[src/rtl/barrel_unshifter_pipe.sv]
// barrel_unshifter_pipe: pipelined lane de-rotator, one log2 stage per select bit,
// with valid/ready flow control that stalls every stage together.
`default_nettype none

module barrel_unshifter_pipe #(
  parameter int WIDTH = 8,
  parameter int PORT  = 8,
  parameter int SHIFT = $clog2(PORT),
  parameter int WIDE  = WIDTH * PORT
) (
  input  logic             clk,
  input  logic             rst,
  input  logic             in_valid,
  output logic             in_ready,
  input  logic [SHIFT-1:0] in_select,
  input  logic [WIDE-1:0]  in_data,
  output logic             out_valid,
  input  logic             out_ready,
  output logic [WIDE-1:0]  out_data,
  output logic             busy
);

  logic              en;
  logic [SHIFT-1:0]  stage_valid;
  logic [SHIFT-1:0]  stage_sel  [SHIFT];
  logic [WIDE-1:0]   stage_data [SHIFT];

  // out lane i takes in lane (i - r) mod PORT; r is a per-stage constant
  function automatic logic [WIDE-1:0] rotate_up(input logic [WIDE-1:0] d, input int r);
    logic [WIDE-1:0] o;
    o = '0;
    for (int i = 0; i < PORT; i++) begin
      o[i*WIDTH +: WIDTH] = d[((i + PORT - r) % PORT)*WIDTH +: WIDTH];
    end
    return o;
  endfunction

  assign en        = !out_valid || out_ready;
  assign in_ready  = en;
  assign out_valid = stage_valid[SHIFT-1];
  assign out_data  = stage_data[SHIFT-1];
  assign busy      = |stage_valid;

  for (genvar k = 0; k < SHIFT; k++) begin : g_stage
    // Unreduced selects >= PORT still land on select mod PORT because each
    // bit contributes 2^k mod PORT lanes.
    localparam int ROT = (1 << k) % PORT;

    logic             v_in;
    logic [SHIFT-1:0] s_in;
    logic [WIDE-1:0]  d_in;
    logic             valid_r;
    logic [SHIFT-1:0] sel_r;
    logic [WIDE-1:0]  data_r;

    if (k == 0) begin : g_first
      assign v_in = in_valid;
      assign s_in = in_select;
      assign d_in = in_data;
    end else begin : g_next
      assign v_in = stage_valid[k-1];
      assign s_in = stage_sel[k-1];
      assign d_in = stage_data[k-1];
    end

    always_ff @(posedge clk or posedge rst) begin
      if (rst) begin
        valid_r <= 1'b0;
        sel_r   <= '0;
        data_r  <= '0;
      end else if (en) begin
        valid_r <= v_in;
        sel_r   <= s_in & ~(SHIFT'(1) << k);
        data_r  <= s_in[k] ? rotate_up(d_in, ROT) : d_in;
      end
    end

    assign stage_valid[k] = valid_r;
    assign stage_sel[k]   = sel_r;
    assign stage_data[k]  = data_r;
  end

endmodule

`default_nettype wire
[config.mk]
export PLATFORM = sky130hd
export DESIGN_NAME = barrel_unshifter_pipe
export DESIGN_NICKNAME = d
export VERILOG_FILES = /design/src/rtl/barrel_unshifter_pipe.sv
export SDC_FILE = /design/constraint.sdc
export NUM_CORES = 1
export LEC_CHECK = 0
export CAP_MARGIN = 0
export CORE_ASPECT_RATIO = 1.25
export CORE_MARGIN = 1
export CORE_UTILIZATION = 52
export CTS_BUF_LIST = sky130_fd_sc_hd__clkbuf_8
export DETAILED_ROUTE_END_ITERATION = 10
export GPL_TIMING_DRIVEN = 0
export HOLD_SLACK_MARGIN = 0.15
export PLACE_DENSITY_LB_ADDON = 0.2
export SYNTH_ARGS = -nofsm -noshare
export SYNTH_HDL_FRONTEND = slang
export SYNTH_SLANG_ARGS = --single-unit
[constraint.sdc]
create_clock -name clk -period 6.9 [get_ports clk]
set_input_delay 1.38 -clock clk [delete_from_list [all_inputs] [get_ports clk]]
set_output_delay 1.38 -clock clk [all_outputs]
set_load 0.02 [all_outputs]
After elaboration in Yosys (flattened, before gate mapping)
Index checks and enable logic that the tools add are counted.
W data, S select, Z words.

storage, ports and cells
  output and inout bits = 67
  memories = 0
  RAM bits = 0
  bits in latches = 0
  logic and storage cells = 14
  bits in registers = 198
  bits in read-only memories = 0

cells by class
  add/subtract/negate cells = 0
  multiplexer cells = 3
  reduce and logical (&&, ||, !) cells = 3
  magnitude comparators = 0
  multipliers = 0
  eq/ne operators = 0
  shift operators = 0
  bitwise operators = 0
  div/mod/pow operators = 0

operators by type and width
  operator            number
  $mux W64            3
  $reduce_or A3 Y1    1
  $logic_not A1 Y1    1
  $logic_or A1 B1 Y1  1

Logic depth before layout (Yosys ltp)
  depth after elaboration = 2
  mapped depth = 5

Worst setup path before layout
Ideal clock, no wire load.

  path kind = input -> output
  start point = input out_ready
  end point = output in_ready
  buffers on the path = 3
  required time = 5.520 ns
  data arrival time = 1.949 ns
  setup slack = 3.571 ns
  cell stages on the path = 4
  cells stage by stage = nand2b_1 buf_2 buf_6 buf_6

on the way
  longest elaborated chain between the ends = 1

RTL lines
  item                line  RTL
  start: declaration  18    input logic out_ready,
  $logic_or A1 B1 Y1  38    assign en = !out_valid || out_ready;
  end: declaration    14    output logic in_ready,

No other way between the ends.

Worst setup path after layout
Same ends and word-level chain as after synthesis.

==> out/qor.yml <==
grt_use_met1_pct: 34.9
ant_nets: 0
drt-initial-drc-count: 225
peakVddDrop_mv: 0.209
ys_warn_count: 0
power_w: 0.00494
setup_slack_ps: 2250
r2r_slack_ps: 5240
fin_area_um2: 12400
pre_cts_ws_ps: 2240
drv_cap: 0
antenna_cells: 0
slew_headroom_pct: 54.9
h-tree-depth: 4
dp_hpwl_um: 18400
r2r_cells: 4
cts_resized: 0
clkSinkCount: 198
synthArstFlopShare_pct: 100
first_pass_iters: 4
insertion_delay_ps: 470
use_met3_pct: 4.05
die-area_um2: 20500
whs_ps: 513
yosys.area.top_type_share_pct: 47.9
r2r-start: "out_valid"
finalNetCount: 861
synthTopCellsByCount: "dfrtp_1, mux2_2, mux2_4"
crit_path_end_kind: "output pin"
final_max_slew_viol_count: 0
synthesis.nets: 705
rsz0062_at_grt: "no"
grtUsageMet2_pct: 44.7
tns_ps: 0
grt_pass1_wl_um: 39300
skew_ps: 13.6
ys_seq_area_share_pct: 47.9
grt.busiest_layer: "met2"
fin_crit_sh_pct: 67.4
grt_max_degree: 123
gp_congestion: 0.909
leakage_nw: 5.54
io_buffers: 136
timing.rr.end: "out_data[42]"
outcome: "finished, final reports clean"
critPathCapture: "in_ready"
path_max_fanout: 10
initial_utilization_pct: 53.1
ioPinCount: 138
finalHoldViolCount: 0
vias: 5812
synth_edf_count: 0
cts_hold_buf: 0
cts.clk_slew.worst_paths_ps: 100
setup_viol: 0
die_w_um: 128
antenna_found_initial: 0
routed_wl_um: 25400
critPathArrivalTime_ps: 3270
wl_per_cell_um: 23.8
yosysMostFrequentCell: "dfrtp_1"
cts_setup_buffers: 0
fin_crit_ps: 4650
path_class: "in2out"
grt_pass1_vias: 6461
fmaxAchievable_mhz: 215
netlist_area_um2: 10300
synth.largest_area_cell: "dfrtp_1"
pwr_density_cell_nw_per_um2: 397
drive_gt1_share_pct: 50.7
fp.dieH_um: 160
drc: 0
cts_tree: "yes"
cts_buffers: 17
worstSetupStartpointType: "input pin"
synth_area_leaders: "dfrtp_1, mux2_4, mux2_2, mux2_1, buf_6"
yosysUniqueCellTypes: 10
cp-startpoint: "out_ready"
coreArea_um2: 19500
placed_area_um2: 12100
ctsLongestPathBuffers: 2
syn_inst: 634
hold_class: "reg2reg"
grt.total_usage_pct: 26.3
root_buffer: "clkbuf_8"
worst_pin_slew_ps: 677
synth_seq_cells: 198
grt_overflow: 0
cp.required_ps: 5520
syn_avg_cell_area_um2: 16.3
synthFlopType: "dfrtp_1"
avgViaCountPerCell: 5.45
syn_to_final_growth_pct: 20.3
num_rows: 57
[cells by family (layout without fill, tap and decap cells)]
kind of cell	after synthesis	count (layout)	synth area share, %
muxes	389	389	48.0
DFF	198	198	47.9
buffers and inverters	44	212	3.87
and+or+nand+nor	3	3	0.182
[cell type report]
type / instances / area, µm²
Clock inverter: 13 / 124
Clock buffer: 18 / 248
Multi-Input combinational cell: 392 / 4980
Buffer: 43 / 397
Tap cell: 265 / 332
Fill cell: 1459 / 7030
Sequential cell: 198 / 4950
Inverter: 1 / 11.3
Timing Repair Buffer: 137 / 1390
[layer usage]
layer / routed length [µm] / vias to the layer above
met5: 0 / -
met4: 563 / 0
met3: 920 / 39
met2: 12700 / 146
met1: 11200 / 3009
li1: - / 2618
[worst min-delay path by stage]
stage / depth (start not counted) / endpoint / from
after floorplan: 1 / out_valid / g_stage[1].valid_r
after global placement: 1 / out_valid / g_stage[1].valid_r
after detailed placement: 1 / out_data[34] / out_data[34]
after CTS: 1 / out_data[20] / out_data[20]
after global routing: 1 / out_data[32] / out_data[32]
final: 1 / out_data[45] / out_data[45]
[where the power goes]
group	internal [W]	switching [W]
registers	0.00161	0.000314
logic	0.00138	0.000921
clock network	0.000299	0.000425
[layout by cell type, fill, tap and decap left out, drive strengths merged]
cell	instances
clkinv	3
nand2b	2
dfrtp	198
clkinvlp	3
mux2	389
bufinv	1
or3	1
clkdlybuf4s50	136
buf	44
inv	7
clkbuf	18
[flip-flops by register name, summed over array words and instances (netlist names)]
signal	count
out_valid	1
g_stage.sel_r	3
g_stage.valid_r	2
g_stage.data_r	128
out_data	64
[worst max-delay path, stage by stage]
cell and delay, ps:
clkdlybuf4s50_1 440, nand2b_1 80, buf_2 260, buf_6 210, buf_6 230, clkdlybuf4s50_1 640
[stage by stage]
step,cells,utilization (%)
floorplan,634,-
global placement,1035,61.8
detailed placement,1036,62.0
CTS,1067,63.9
global route,1067,63.9
finish,1067,63.9
Power figures use the tool's default switching activity.
